`src/rtl/alu_sequencer.sv`:
```
// rtl/alu_sequencer.sv - command/response controller for the shared ALU, with shift-add multiply
module alu_sequencer #(
  parameter int DATA_WIDTH = 8,
  parameter int CNT_WIDTH  = 4
) (
  input  logic                  clk,
  input  logic                  rst,
  input  logic                  cmd_valid,
  output logic                  cmd_ready,
  input  logic [3:0]            cmd_op,
  input  logic [DATA_WIDTH-1:0] cmd_a,
  input  logic [DATA_WIDTH-1:0] cmd_b,
  output logic [DATA_WIDTH-1:0] alu_a,
  output logic [DATA_WIDTH-1:0] alu_b,
  output logic                  alu_cin,
  output logic [2:0]            alu_op,
  output logic                  alu_alue,
  input  logic [DATA_WIDTH-1:0] alu_r,
  input  logic                  alu_cout,
  output logic                  rsp_valid,
  input  logic                  rsp_ready,
  output logic [DATA_WIDTH-1:0] rsp_data,
  output logic [DATA_WIDTH-1:0] rsp_hi,
  output logic                  rsp_carry,
  output logic                  rsp_zero,
  output logic                  rsp_err
);

  localparam logic [3:0] OP_ADD = 4'b0000;
  localparam logic [3:0] OP_SUB = 4'b0001;
  localparam logic [3:0] OP_MUL = 4'b1000;
  localparam logic [3:0] OP_ADC = 4'b1001;

  typedef enum logic [1:0] {S_IDLE, S_EXEC, S_MUL, S_RESP} state_t;

  state_t                state, state_nx;
  logic [3:0]            op_q;
  logic [DATA_WIDTH-1:0] a_q;
  logic [DATA_WIDTH-1:0] b_q;
  logic [DATA_WIDTH-1:0] p_q;
  logic [CNT_WIDTH-1:0]  cnt_q;
  logic                  carry_q;

  logic [DATA_WIDTH-1:0] mul_p_nx;
  logic [DATA_WIDTH-1:0] mul_q_nx;
  logic                  mul_last;
  logic                  exec_sets_carry;

  function automatic logic op_valid(input logic [3:0] op);
    return (!op[3] && op != 4'b0111) || op == OP_MUL || op == OP_ADC;
  endfunction

  // MUL: {P,Q} shifts right one place per add; Q's vacated top bit takes the sum's LSB.
  assign mul_p_nx        = {alu_cout, alu_r[DATA_WIDTH-1:1]};
  assign mul_q_nx        = {alu_r[0], b_q[DATA_WIDTH-1:1]};
  assign mul_last        = (cnt_q == CNT_WIDTH'(DATA_WIDTH - 1));
  assign exec_sets_carry = (op_q == OP_ADD) || (op_q == OP_SUB) || (op_q == OP_ADC);

  always_comb begin
    state_nx  = state;
    cmd_ready = 1'b0;
    rsp_valid = 1'b0;
    alu_a     = '0;
    alu_b     = '0;
    alu_op    = '0;
    alu_cin   = 1'b0;
    alu_alue  = 1'b0;
    case (state)
      S_IDLE: begin
        cmd_ready = 1'b1;
        if (cmd_valid) begin
          if (!op_valid(cmd_op))    state_nx = S_RESP;
          else if (cmd_op == OP_MUL) state_nx = S_MUL;
          else                       state_nx = S_EXEC;
        end
      end
      S_EXEC: begin
        alu_alue = 1'b1;
        alu_a    = a_q;
        alu_b    = b_q;
        if (op_q == OP_ADC) begin
          alu_op  = 3'b000;
          alu_cin = carry_q;
        end else begin
          alu_op  = op_q[2:0];
        end
        state_nx = S_RESP;
      end
      S_MUL: begin
        alu_alue = 1'b1;
        alu_a    = p_q;
        alu_b    = b_q[0] ? a_q : '0;
        if (mul_last) state_nx = S_RESP;
      end
      S_RESP: begin
        rsp_valid = 1'b1;
        if (rsp_ready) state_nx = S_IDLE;
      end
      default: state_nx = S_IDLE;
    endcase
  end

  always_ff @(posedge clk) begin
    if (rst) begin
      state     <= S_IDLE;
      op_q      <= '0;
      a_q       <= '0;
      b_q       <= '0;
      p_q       <= '0;
      cnt_q     <= '0;
      carry_q   <= 1'b0;
      rsp_data  <= '0;
      rsp_hi    <= '0;
      rsp_carry <= 1'b0;
      rsp_zero  <= 1'b0;
      rsp_err   <= 1'b0;
    end else begin
      state <= state_nx;
      case (state)
        S_IDLE: begin
          if (cmd_valid) begin
            op_q  <= cmd_op;
            a_q   <= cmd_a;
            b_q   <= cmd_b;
            p_q   <= '0;
            cnt_q <= '0;
            if (!op_valid(cmd_op)) begin
              rsp_data  <= '0;
              rsp_hi    <= '0;
              rsp_zero  <= 1'b1;
              rsp_err   <= 1'b1;
              rsp_carry <= carry_q;
            end
          end
        end
        S_EXEC: begin
          rsp_data <= alu_r;
          rsp_hi   <= '0;
          rsp_zero <= (alu_r == '0);
          rsp_err  <= 1'b0;
          if (exec_sets_carry) begin
            carry_q   <= alu_cout;
            rsp_carry <= alu_cout;
          end else begin
            rsp_carry <= carry_q;
          end
        end
        S_MUL: begin
          p_q   <= mul_p_nx;
          b_q   <= mul_q_nx;
          cnt_q <= cnt_q + CNT_WIDTH'(1);
          if (mul_last) begin
            rsp_hi    <= mul_p_nx;
            rsp_data  <= mul_q_nx;
            rsp_zero  <= (mul_p_nx == '0) && (mul_q_nx == '0);
            rsp_err   <= 1'b0;
            rsp_carry <= carry_q;
          end
        end
        default: ;
      endcase
    end
  end

endmodule

```
`config.mk`:
```
export PLATFORM = sky130hd
export DESIGN_NAME = alu_sequencer
export DESIGN_NICKNAME = d
export VERILOG_FILES = /design/src/rtl/alu_sequencer.sv
export SDC_FILE = /design/constraint.sdc
export NUM_CORES = 1
export LEC_CHECK = 0
export CAP_MARGIN = 40
export CORE_ASPECT_RATIO = 0.8
export CORE_UTILIZATION = 39
export CTS_CLUSTER_DIAMETER = 200
export DETAILED_ROUTE_END_ITERATION = 10
export HOLD_SLACK_MARGIN = 0.02
export PLACE_DENSITY = 0.76
export SLEW_MARGIN = 15
export SYNTH_ARGS = -nofsm -noshare
export SYNTH_HDL_FRONTEND = slang
export SYNTH_SLANG_ARGS = --single-unit
```
`constraint.sdc`:
```
create_clock -name clk -period 1.97 [get_ports clk]
set_clock_uncertainty 0.05 [all_clocks]
set_input_delay 0.394 -clock clk [delete_from_list [all_inputs] [get_ports clk]]
set_output_delay 0.394 -clock clk [all_outputs]
set_load 0.01 [all_outputs]
```
==> results of run 1 <==
[worst max-delay path by stage]
stage	startpoint	to	slack, ns	depth (start not counted)
detailed placement	state[0]$_SDFFE_PP0P_	alu_b[2]	-0.14	6
floorplan	state[0]$_SDFFE_PP0P_	rsp_data[1]$_SDFFE_PP0P_	0.04	8
CTS	state[1]$_SDFFE_PP0P_	alu_b[6]	-0.05	6
finish	state[1]$_SDFFE_PP0P_	alu_b[4]	-0.04	7
global route	state[1]$_SDFFE_PP0P_	alu_b[4]	-0.09	7
global placement	state[0]$_SDFFE_PP0P_	alu_b[6]	-0.09	6
[power by group]
group / internal [mW] / total, mW / switching [mW]
clock network: 0.375 / 0.758 / 0.383
registers: 1.33 / 1.52 / 0.185
logic: 1.54 / 3.26 / 1.72
[cells by family (layout without fill, tap and decap cells)]
group                      count (synthesis)  count (layout)  synth area share
and+or+nand+nor                          127             127            0.2470
AOI/OAI and AO/OA                        105             105            0.2532
DFF                                       54              54            0.4120
buffers and inverters                     32             125           0.05245
muxes                                      3               3           0.01145
adders and majority gates                  5               5           0.02384
[cells in the mapped netlist, drive strengths merged (2+ instances only)]
cell,n
o22ai,8
and2,6
a22oi,24
o21ai,20
a21oi,37
a22o,8
buf,8
mux2i,3
nor3,11
a211oi,3
nand3,5
dfxtp,54
nor2,28
ha,5
nand2,31
nor4,3
nand2b,4
nor2b,17
inv,4
nand4,16
and3,2
clkbuf,20
[final cells by class]
type	instances	area, um2
Fill cell	579	2610
Inverter	4	15.01
Multi-Input combinational cell	240	1481
Tap cell	84	105.1
Sequential cell	54	1086
Clock buffer	5	68.82
Clock inverter	3	40.04
Timing Repair Buffer	113	1035
[sequential cells by signal, indices dropped and copies added (netlist names), 2 cells and up]
name,count
a_q,8
b_q,8
p_q,8
rsp_data,8
rsp_hi,8
cnt_q,4
op_q,4
state,2
[placed cells by master (no fill, tap or decap), types with 8 or more instances in the layout]
cell type and count:
a21oi_1 37, a22o_1 8, a22oi_1 19, buf_2 16, buf_4 29, clkdlybuf4s50_1 50
dfxtp_1 52, nand2_1 31, nand4_1 16, nor2_1 26, nor2b_1 15, nor3_1 11
o21ai_0 15, o22ai_1 8
[metrics by stage]
stage,cell area [um2],std cells
floorplan,2624,326
global placement,3660,490
CTS,3801,501
global route,3831,503
finish,3831,503
detailed placement,3660,490
[critical path, cell delays in order (launching register included)]
cell	delay (ns)
dfxtp_2	0.34
buf_6	0.12
ha_4	0.16
and2_4	0.19
buf_6	0.12
a22oi_2	0.13
nor2b_1	0.06
buf_2	0.14
[repair_timing]
action,4_1_cts,5_1_grt
gates resized for setup,89,18
setup buffers,3,2
setup endpoints to repair,44,34
pin swaps,0,3
[per-layer routing]
metal	routed length (um)	share of wire
met1	3824	0.46
met2	3908	0.47
met3	569	0.068
met4	70	0.0084
met5	0	0
==> flow_summary.toml, run 1 <==
[pwr]
peakVddDrop_mv = 0.6089
p_per_area_nw_per_um2 = 1445
p_leak_nw = 1.502
totalPowerFinal_mw = 5.537

[floorplanning]
die-area_um2 = 7062
initial_core_util = 0.4073
boundaryPins = 75
core_um2 = 6441
die_w_um = 93.71
die_h_um = 75.36
rows = 26

[placement]
portBuffers = 74
pre_cts_ws_ns = -0.1382
globalplace.congestion = 0.8435
dp_hpwl_um = 6033

[cts]
root_buffer = "clkbuf_8"
clk_latency_ns = 0.31
cts_tree = "done"
cts.reportedPaths.clkPinSlew_ns = 0.10
clockBufferDepth = 2
cts_buffers = 5
clock_sinks = 54
htreeDepth = 2
cts_hold_buf = 0

[synth]
syn_avg_cell_area_um2 = 8.048
synthArstFlopShare = 0
synthTopCellsByArea = "dfxtp_1, a21oi_1, a22oi_1"
yosysTopAreaCellShare = 0.4120
ys.flop_type = "dfxtp_1"
ys_ff_latch = 54
synth_nets = 364
synth-edff-count = 0
synthCells = 326
syn_area_um2 = 2624
ys_types = 35
seq_area_frac_synth = 0.4120
synth_top_area_cell = "dfxtp_1"
ys.warnings.count = 0

[outcome]
status = "finished, violations left"
violations = "setup timing"

[final_layout]
area_growth_pct = 46.02
num_antenna_cells = 0
nets = 456
post-route-util = 0.5948
layout-drive-gt1-share = 0.2029

[sta]
worstMarginPinSlew_ns = 0.4243
hold_viol = 0
setup-tns-final_ns = -0.07948
rsz0062_at_grt = "yes"
post-route-period-util = 1.019
slew_headroom = 0.7164
period_needed_ns = 2.008
setup_viol = 4
slew_violations = 0
whs_ns = 0.4318
layout_setup_ws_ns = -0.03806
fmax_ghz = 0.4980

[drt]
drt_wl_total_um = 8372
drt.antenna.violating_nets = 0
drtIter0Drc = 266
via_count = 2874
drt_first_pass_iters = 4
vias_per_cell = 5.714
wl_per_cell_um = 16.64
drc_errors = 0

[grt]
busiest_layer = "met2"
grt_overflow_total = 0
grt_start_max_net_pins = 35
use_met3 = 0.04092
grt_pass1_vias = 2597
grt_pass1_wl_um = 12930
grt_usage = 0.2396
met1_usage = 0.3342
gr-usage-met2 = 0.3917
antenna_found_initial = 0

[worst_setup_path]
required_ns = 1.53
worstSetupStartpointType = "register"
rr_startpoint = "state[0]$_SDFFE_PP0P_"
timing.rr.end = "rsp_zero$_SDFFE_PP0P_"
worstPathArrival_ns = 1.56
ff2ff_setup_slack_ns = 0.09
crit_fanout = 7
end_kind = "primary output"
r2r_cells = 7
worstSetupPathType = "reg2out"

[hold_path]
min_to = "rsp_hi[6]$_SDFFE_PP0P_"
worstHoldStart = "rsp_hi[6]$_SDFFE_PP0P_"
hold_depth = 2
hp-class = "reg2reg"

[job]
maxCapViolCount = 0
No activity file was read; power rests on OpenSTA's default activity.
==> run 2, diff against run 1 <==
--- a/config.mk
+++ b/config.mk
@@ -10,6 +10,7 @@
 export CORE_UTILIZATION = 39
 export CTS_CLUSTER_DIAMETER = 200
 export DETAILED_ROUTE_END_ITERATION = 10
+export GPL_ROUTABILITY_DRIVEN = 0
 export HOLD_SLACK_MARGIN = 0.02
 export PLACE_DENSITY = 0.76
 export SLEW_MARGIN = 15
==> constraint.sdc (replaced) <==
create_clock -name clk -period 1.6 [get_ports clk]
set_clock_uncertainty 0.05 [all_clocks]
set_input_delay 0.32 -clock clk [delete_from_list [all_inputs] [get_ports clk]]
set_output_delay 0.32 -clock clk [all_outputs]
set_load 0.01 [all_outputs]
==> flow_summary.toml, run 2 (synthesized netlist as in run 1, its figures left out) <==
[final_layout]
post-route-util = 0.7218
final_common_cell = "dfxtp_1"
nets = 483
n_fill_cell = 421
area_growth_pct = 77.21
num_antenna_cells = 0
layout_common_cells = "dfxtp_1, buf_4, a21oi_1, clkdlybuf4s50_1, nand2_1"
layout-drive-gt1-share = 0.4327

[worst_setup_path]
end_kind = "primary output"
cp_slowest_stage_delay_ns = 0.38
worstPathArrival_ns = 1.66
worstSetupPathType = "reg2out"
path_delay_family = "buffers and inverters"
crit_fanout = 6
worstSetupStartpointType = "register"
required_ns = 1.23
cpMaxStageDelayCell = "dfxtp_4"
crit_buf_inv = 3
path_cells = "buf_6 > ha_4 > buf_12 > a22oi_2 > nor2b_2 > buf_2"

[pwr]
p_leak_nw = 2.090
peakVddDrop_mv = 0.9114
p_per_area_nw_per_um2 = 1957

[floorplanning]
die-area_um2 = 7062
rows = 26
core_um2 = 6441
boundaryPins = 75
die_w_um = 93.71
initial_core_util = 0.4073
die_h_um = 75.36

[outcome]
violations = "setup timing"
status = "finished, violations left"

[cts]
clock_sinks = 54
clk_latency_ns = 0.33
clockBufferDepth = 2
cts_tree = "done"
cts_buffers = 5
cts.reportedPaths.clkPinSlew_ns = 0.11
root_buffer = "clkbuf_8"
cts_hold_buf = 0
htreeDepth = 2

[grt]
grt_pass1_vias = 2992
grt_start_max_net_pins = 24
grt_overflow_total = 0
grt_usage = 0.3021
antenna_found_initial = 0
grt_pass1_wl_um = 15910

[hold_path]
hp-class = "in2reg"

[drt]
via_count = 3256
drt_wl_total_um = 11450
wl_per_cell_um = 21.61
vias_per_cell = 6.143
drc_errors = 0
drt.antenna.violating_nets = 0
drtIter0Drc = 331
drt_first_pass_iters = 5

[job]
maxCapViolCount = 0

[placement]
dp_hpwl_um = 6231
portBuffers = 74
pre_cts_ws_ns = -0.4715

[sta]
slew_violations = 0
post-route-period-util = 1.267
worstMarginPinSlew_ns = 0.5309
layout_setup_ws_ns = -0.4279
setup-tns-final_ns = -14.81
hold_viol = 0
slew_headroom = 0.6461
setup_viol = 55
fmax_ghz = 0.4931
rsz0062_at_grt = "yes"
period_needed_ns = 2.028
## run 2: cell types whose count changed in the layout (fill, tap and decap cells not counted), moves of 12 or more
| cell | previous run | this run |
|---|---|---|
| a22oi_1 | 19 | 7 |
| a22oi_2 | 5 | 17 |
| buf_6 | 3 | 25 |
| clkdlybuf4s50_1 | 50 | 31 |
| dlymetal6s2s_1 | 1 | 18 |
| nor2b_1 | 15 | 1 |
| o21ai_0 | 15 | 0 |
| o21ai_2 | 0 | 15 |
## run 2: through the flow
step | hold slack [ns] | power, mW | cells | area (um2)
global route | 0.4179 | 9.405 | 530 | 4649
floorplan | 0.3947 | 4.308 | 326 | 2800
finish | 0.4058 | 9.098 | 530 | 4649
detailed placement | 0.4195 | 5.896 | 504 | 3905
global placement | 0.4094 | 5.813 | 504 | 3905
CTS | 0.3901 | 8.149 | 527 | 4373
## run 2: cell type report
class	count	area (um2)	area share
multi-input cells	240	1864	0.4010
repair buffers	140	1459	0.3138
flip-flops and latches	54	1089	0.2341
well taps	84	105.1	0.02260
clock buffers	5	68.82	0.01480
clock inverters	3	43.79	0.009419
inverters	4	20.02	0.004306
## run 2: metal layers
metal | GRT usage | part of all wire | up-vias
met3 | 0.05788 | 0.094 | 57
met4 | 0.1470 | 0.053 | 0
li1 | - | - | 1419
met5 | 0 | 0 | -
met2 | 0.4818 | 0.47 | 229
met1 | 0.3995 | 0.39 | 1551
## run 2: worst register-to-register path: cells and delay by family (launching register included)
family	cells	cell delay, ns
buffers and inverters	5	0.55
AOI/OAI and AO/OA	3	0.52
DFF	1	0.38
adders and majority gates	1	0.31
and+or+nand+nor	1	0.05
## run 2: power breakdown
group          switching (mW)  total, mW  internal, mW
sequential              0.275       1.92          1.65
combinational            3.20       6.19          2.99
clock                   0.515      0.985         0.470
## run 2: repair_timing
item | CTS | global route
gates resized for setup | 183 | 66
cloned | 5 | 1
setup endpoints to repair | 65 | 82
setup buffers | 11 | 5
pin swaps | 34 | 24
## run 2: worst paths after layout
path                       startpoint                        to  slack (ns)  cells past startpoint
max             state[0]$_SDFFE_PP0P_                  alu_a[1]       -0.43                      6
min                               rst       p_q[0]$_SDFFE_PP0P_        0.41                      2
max reg2reg     state[0]$_SDFFE_PP0P_  rsp_data[2]$_SDFFE_PP0P_       -0.41                     10
min reg2reg  rsp_data[5]$_SDFFE_PP0P_  rsp_data[5]$_SDFFE_PP0P_        0.41                      2
==> variant 1, RTL diff (settings of run 1) <==
Set the parameter `DATA_WIDTH` to 6 (it was 8).
--- a/src/rtl/alu_sequencer.sv
+++ b/src/rtl/alu_sequencer.sv
@@ -1,5 +1,5 @@
 // rtl/alu_sequencer.sv - command/response controller for the shared ALU, with shift-add multiply
 module alu_sequencer #(
-  parameter int DATA_WIDTH = 8,
+  parameter int DATA_WIDTH = 6,
   parameter int CNT_WIDTH  = 4
 ) (
Ports: changed (7 resized); port bits go from 75 to 61. No check against the original RTL was run, so the function may have changed too.
==> variant 1 against run 1 <==
  * Cell area shrank 13%
  * Worst setup slack better by 46 ps
  * Wire length decreased by 18%
  * Sequential cell count shrank 10
  * Combinational power shrank 11%
  * Sequential share of layout area is 1.6 points lower
  * Critical path type unchanged
  * Synthesized area fell by 18%
  * Critical path depth decreased by 1
  * Total power decreased by 12%
  * Hold slack lost 8.4 ps
  * Global-route usage grew 0.15 points
  * Sequential power decreased by 16%
==> variant 1: results (changes against run 1) <==
* Post-synthesis sequential area ratio at 41.0% (-0.25 points)
* Number of distinct library cells after synthesis at 37 (+5.7%)
* Number of cells on the worst reg-to-reg path at 8 (+1)
* Placed Area at 3070 um2 (-16%)
* Commonest cells in the synthesized netlist: 44 x dfxtp_1, 30 x a21oi_1, 27 x nand2_1
* Detailed-placement wirelength estimate at 4770 um (-21%)
* Crit path max fanout at 4 (-3)
* Met3 GRT Util at 5.43% (+1.3 points)
* Number of vias in the routed layout at 2,419 (-16%)
* Arrival time at the worst endpoint at 1520 ps (-40 ps)
* Fraction of final layout cells with drive strength greater than 1 at 24.6% (+4.4 points)
* Met2 wire length at 3090 um (-21%)
* Slew @ Worst Pin at 518 ps (+93.9 ps)
* Number of cells produced by synthesis at 267 (-18%)
* Met2 Resource Use GR at 38.0% (-1.2 points)
* Area share of fa/ha/maj cells after synthesis at 3.49% (+1.1 points)
* Non-filler instance count after layout at 419 (-17%)
* Outcome: completed
* Net total in the final layout at 389 (-15%)
* Top cells by area in the synthesized netlist: dfxtp_1 41%, a21oi_1 7.0%, nand2_1 4.7%
* Number of iterations in the first detailed-routing pass at 5 (+1)
* Placed Instances at 405 (-17%)
* Number of buffers added on ports at 60 (-19%)
* Total length of routed met3 wires at 419 um (-26%)
* Nets in the synthesized netlist at 300 (-18%)
variant 1: stage by stage:
step                hold WS (ps)  worst slack (ps)  total power (uW)
floorplan                    395              96.9              2560
global placement             408              -224              3670
detailed placement           413              -251              3730
CTS                          425              -135              4550
global route                 439             -31.9              5170
finish                       423              7.53              4890
variant 1: worst paths after layout:
check,startpoint,end
max,state[1]$_SDFFE_PP0P_,alu_b[4]
max reg2reg,state[1]$_SDFFE_PP0P_,rsp_carry$_SDFFE_PP0P_
min reg2reg,op_q[2]$_SDFFE_PP0P_,op_q[2]$_SDFFE_PP0P_
min,op_q[2]$_SDFFE_PP0P_,op_q[2]$_SDFFE_PP0P_
variant 1: cell families after synthesis:
| kind of cell | count (synthesis) |
|---|---|
| multiplexers | 3 |
| AND/OR/NAND/NOR | 100 |
| adder cells (fa/ha/maj) | 6 |
| flip-flops | 44 |
| AO/OA/AOI/OAI | 89 |
| buffers and inverters | 25 |
variant 1: what timing repair did:
action / CTS / global route
buffers inserted: 2 / 2
endpoints found under the setup margin: 39 / 33
resized for setup: 52 / 42
pin swaps: 2 / 6
gates cloned: 0 / 2
hold buffers: 0 / 0
variant 1: power breakdown:
group          switching [uW]  internal, uW
clock network             338           382
logic                    1500          1400
registers                 185          1090
variant 1: final cells by class:
class                   instances  area [um2]
well taps                      62        77.6
clock inverters                 3        47.5
clock buffers                   5        68.8
flip-flops and latches         44         886
inverters                       5        23.8
fillers                       425        1830
repair buffers                102         923
multi-input cells             198        1290
variant 1: tightest hold or removal path, stage by stage, from the launching register on:
cell and delay, ps:
dfxtp_1 330, nand2_1 50, a21oi_1 50
==> variant 2, RTL diff (flow settings as in run 1) <==
Made on the original files. Put one more register stage on the output `rsp_err`. The value now appears one clock later. The other outputs are not delayed to match.
--- a/src/rtl/alu_sequencer.sv
+++ b/src/rtl/alu_sequencer.sv
@@ -33,4 +33,6 @@
 
   typedef enum logic [1:0] {S_IDLE, S_EXEC, S_MUL, S_RESP} state_t;
+
+  logic rsp_err_s0;
 
   state_t                state, state_nx;
@@ -114,5 +116,5 @@
       rsp_carry <= 1'b0;
       rsp_zero  <= 1'b0;
-      rsp_err   <= 1'b0;
+      rsp_err_s0 <= 1'b0;
     end else begin
       state <= state_nx;
@@ -129,5 +131,5 @@
               rsp_hi    <= '0;
               rsp_zero  <= 1'b1;
-              rsp_err   <= 1'b1;
+              rsp_err_s0 <= 1'b1;
               rsp_carry <= carry_q;
             end
@@ -138,5 +140,5 @@
           rsp_hi   <= '0;
           rsp_zero <= (alu_r == '0);
-          rsp_err  <= 1'b0;
+          rsp_err_s0 <= 1'b0;
           if (exec_sets_carry) begin
             carry_q   <= alu_cout;
@@ -154,5 +156,5 @@
             rsp_data  <= mul_q_nx;
             rsp_zero  <= (mul_p_nx == '0) && (mul_q_nx == '0);
-            rsp_err   <= 1'b0;
+            rsp_err_s0 <= 1'b0;
             rsp_carry <= carry_q;
           end
@@ -163,4 +165,8 @@
   end
 
+  always_ff @(posedge clk) begin
+    rsp_err <= rsp_err_s0;
+  end
+
 endmodule
 
Check against the original RTL: not equivalent (a bounded check fails within 4 cycles, from zero or initial values and one cycle with rst high).
==> variant 2 against run 1 <==
  * The run still ends with setup timing left
  * Critical endpoint is now rsp_hi[4]$_SDFFE_PP0P_
  * Hold slack got worse by 110 ps
  * Register-to-register slack got worse by 120 ps
  * Total power is 9.9% higher
  * Non-clock buffer count grew 6
  * Via count increased by 0.77%
  * Worst setup slack gained 10 ps
  * Sequential cell count grew 1
  * Synthesized area up 0.76%
  * Global-route usage decreased by 1.0 points
  * Die area is 0.74% higher
  * Wire length is 3.6% higher
  * Highest routed layer unchanged
  * Combinational power rose by 13%
  * Cell area increased by 5.0%
==> variant 2: results (changes against run 1) <==
* Internal Power at 3610 uW (+11%)
* Critical path's slowest cell: dfxtp_4
* First-pass GRT wire length at 12,500 um (-3.6%)
* Arrival time at the worst endpoint at 2190 ps (+630 ps)
* Number of design-rule violations left by the first detailed-router iteration at 284 (+6.8%)
* Number of vias in the routed layout at 2,896 (+0.77%)
* Clock tree root buffer cell: clkbuf_8
* Number of buffers added on ports at 74 (unchanged)
* Placed Instances at 495 (+1.0%)
* Crit path max fanout at 8 (+1)
* Max_cap viols at 0 (unchanged)
* Antenna diode instance count at 0 (unchanged)
* Net total in the final layout at 463 (+1.5%)
* Highest ir drop seen on vdd at 0.668 mV (+9.7%)
* Commonest cells in the synthesized netlist: 55 x dfxtp_1, 37 x a21oi_1, 31 x nand2_1
* Slew @ Worst Pin at 431 ps (+7.02 ps)
* Horizontal die dimension at 94.1 um (+0.37%)
* Tightest Hold Check Type: reg2reg
* Post-synthesis sequential area ratio at 41.6% (+0.45 points)
* Outcome: finished, violations left
* Total count of hold-check failures in the final report at 0 (unchanged)
* Post-layout worst setup margin at -27.8 ps (+10.3 ps)
* Number of fill cells at 569 (-1.7%)
* Final wirelength at 8680 um (+3.6%)
* Final setup fails at 1 (-3)
* Failing checks: setup timing
* Leakage power figure at 0.00155 uW (+3.3%)
* Post-synthesis async set-or-reset flop share at 0% (unchanged)
* Average instance area after synthesis at 8.08 um2 (+0.45%)
* Delay of the slowest critical-path stage at 400 ps (+60 ps)
* Top cells by area in the synthesized netlist: dfxtp_1 42%, a21oi_1 7.0%, a22oi_1 6.8%
* Switching Fraction at 40.8% (-0.65 points)
* Non-filler instance count after layout at 510 (+1.4%)
* Largest net degree at the start of global routing at 55 (+57%)
* Detailed-placement wirelength estimate at 5840 um (-3.2%)
* Final weighted congestion in routability-driven placement at 0.873 (+3.4%)
* Family of cells with the greatest summed delay on the critical path: buffers and inverters
* Buffer depth of the longest clock path at 2 (unchanged)
* CTS H-tree depth at 2 (unchanged)
* Number of antenna violations at the first check in global routing at 0 (unchanged)
* Fraction of final layout cells with drive strength greater than 1 at 24.4% (+4.1 points)
* GR Util All Layers at 23.0% (-1.0 points)
* Number of iterations in the first detailed-routing pass at 4 (unchanged)
* Comb pwr share at 60.6% (+1.7 points)
* Number of buffers added by the clock tree synthesis step at 5 (unchanged)
* Post-synth EDFFs at 0 (unchanged)
* Setup slack at placement at -156 ps (-17.5 ps)
* Synthesis warning total at 0 (unchanged)
* Power in sequential cells at 1590 uW (+5%)
* Nets in the synthesized netlist at 365 (+0.27%)
* Register clock-pin slew on the reported worst setup and hold paths at 110 ps
* Number of global-route vias before repair at 2,491 (-4.1%)
## variant 2: area by class of cell
| class | count | share of cell area (%) |
|---|---|---|
| Clock buffer | 6 | 2.05 |
| Tap cell | 84 | 2.61 |
| Sequential cell | 55 | 27.5 |
| Multi-Input combinational cell | 240 | 38.5 |
| Timing Repair Buffer | 119 | 28.0 |
| Inverter | 4 | 0.435 |
| Clock inverter | 2 | 0.871 |
## variant 2: repair_timing
item / CTS / global route
buffers inserted: 2 / 2
gates cloned: 0 / 3
pin swaps: 3 / 12
resized for setup: 94 / 31
setup endpoints to repair: 42 / 30
## variant 2: metal layers
layer | part of all wire [%] | global-route usage (%) | vias up
li1 | - | - | 1380
met1 | 47 | 31.9 | 1409
met2 | 47 | 37.4 | 97
met3 | 5.2 | 4.19 | 10
met4 | 0.77 | 5.47 | 0
met5 | 0 | 0 | -
## variant 2: logic make-up after synthesis
logic type,synth area share (%)
and+or+nand+nor,24.5
adders and majority gates,2.37
buffers and inverters,5.21
DFF,41.6
muxes,1.14
AOI/OAI and AO/OA,25.1
## variant 2: worst paths after layout
| check | start | to | slack, ps | depth (start not counted) |
|---|---|---|---|---|
| max | state[0]$_SDFFE_PP0P_ | rsp_hi[4]$_SDFFE_PP0P_ | -30 | 10 |
| min | rsp_err_s0$_SDFFE_PP0P_ | rsp_err$_DFF_P_ | 320 | 0 |
| max reg2reg | state[0]$_SDFFE_PP0P_ | rsp_hi[4]$_SDFFE_PP0P_ | -30 | 10 |
| min reg2reg | rsp_err_s0$_SDFFE_PP0P_ | rsp_err$_DFF_P_ | 320 | 0 |
## variant 2: per-stage QoR
stage / TNS [ps] / area [um2]
detailed placement: -3350 / 3720
global placement: -1210 / 3720
floorplan: 0 / 2640
CTS: 0 / 3900
global route: -152 / 4020
finish: -27.8 / 4020
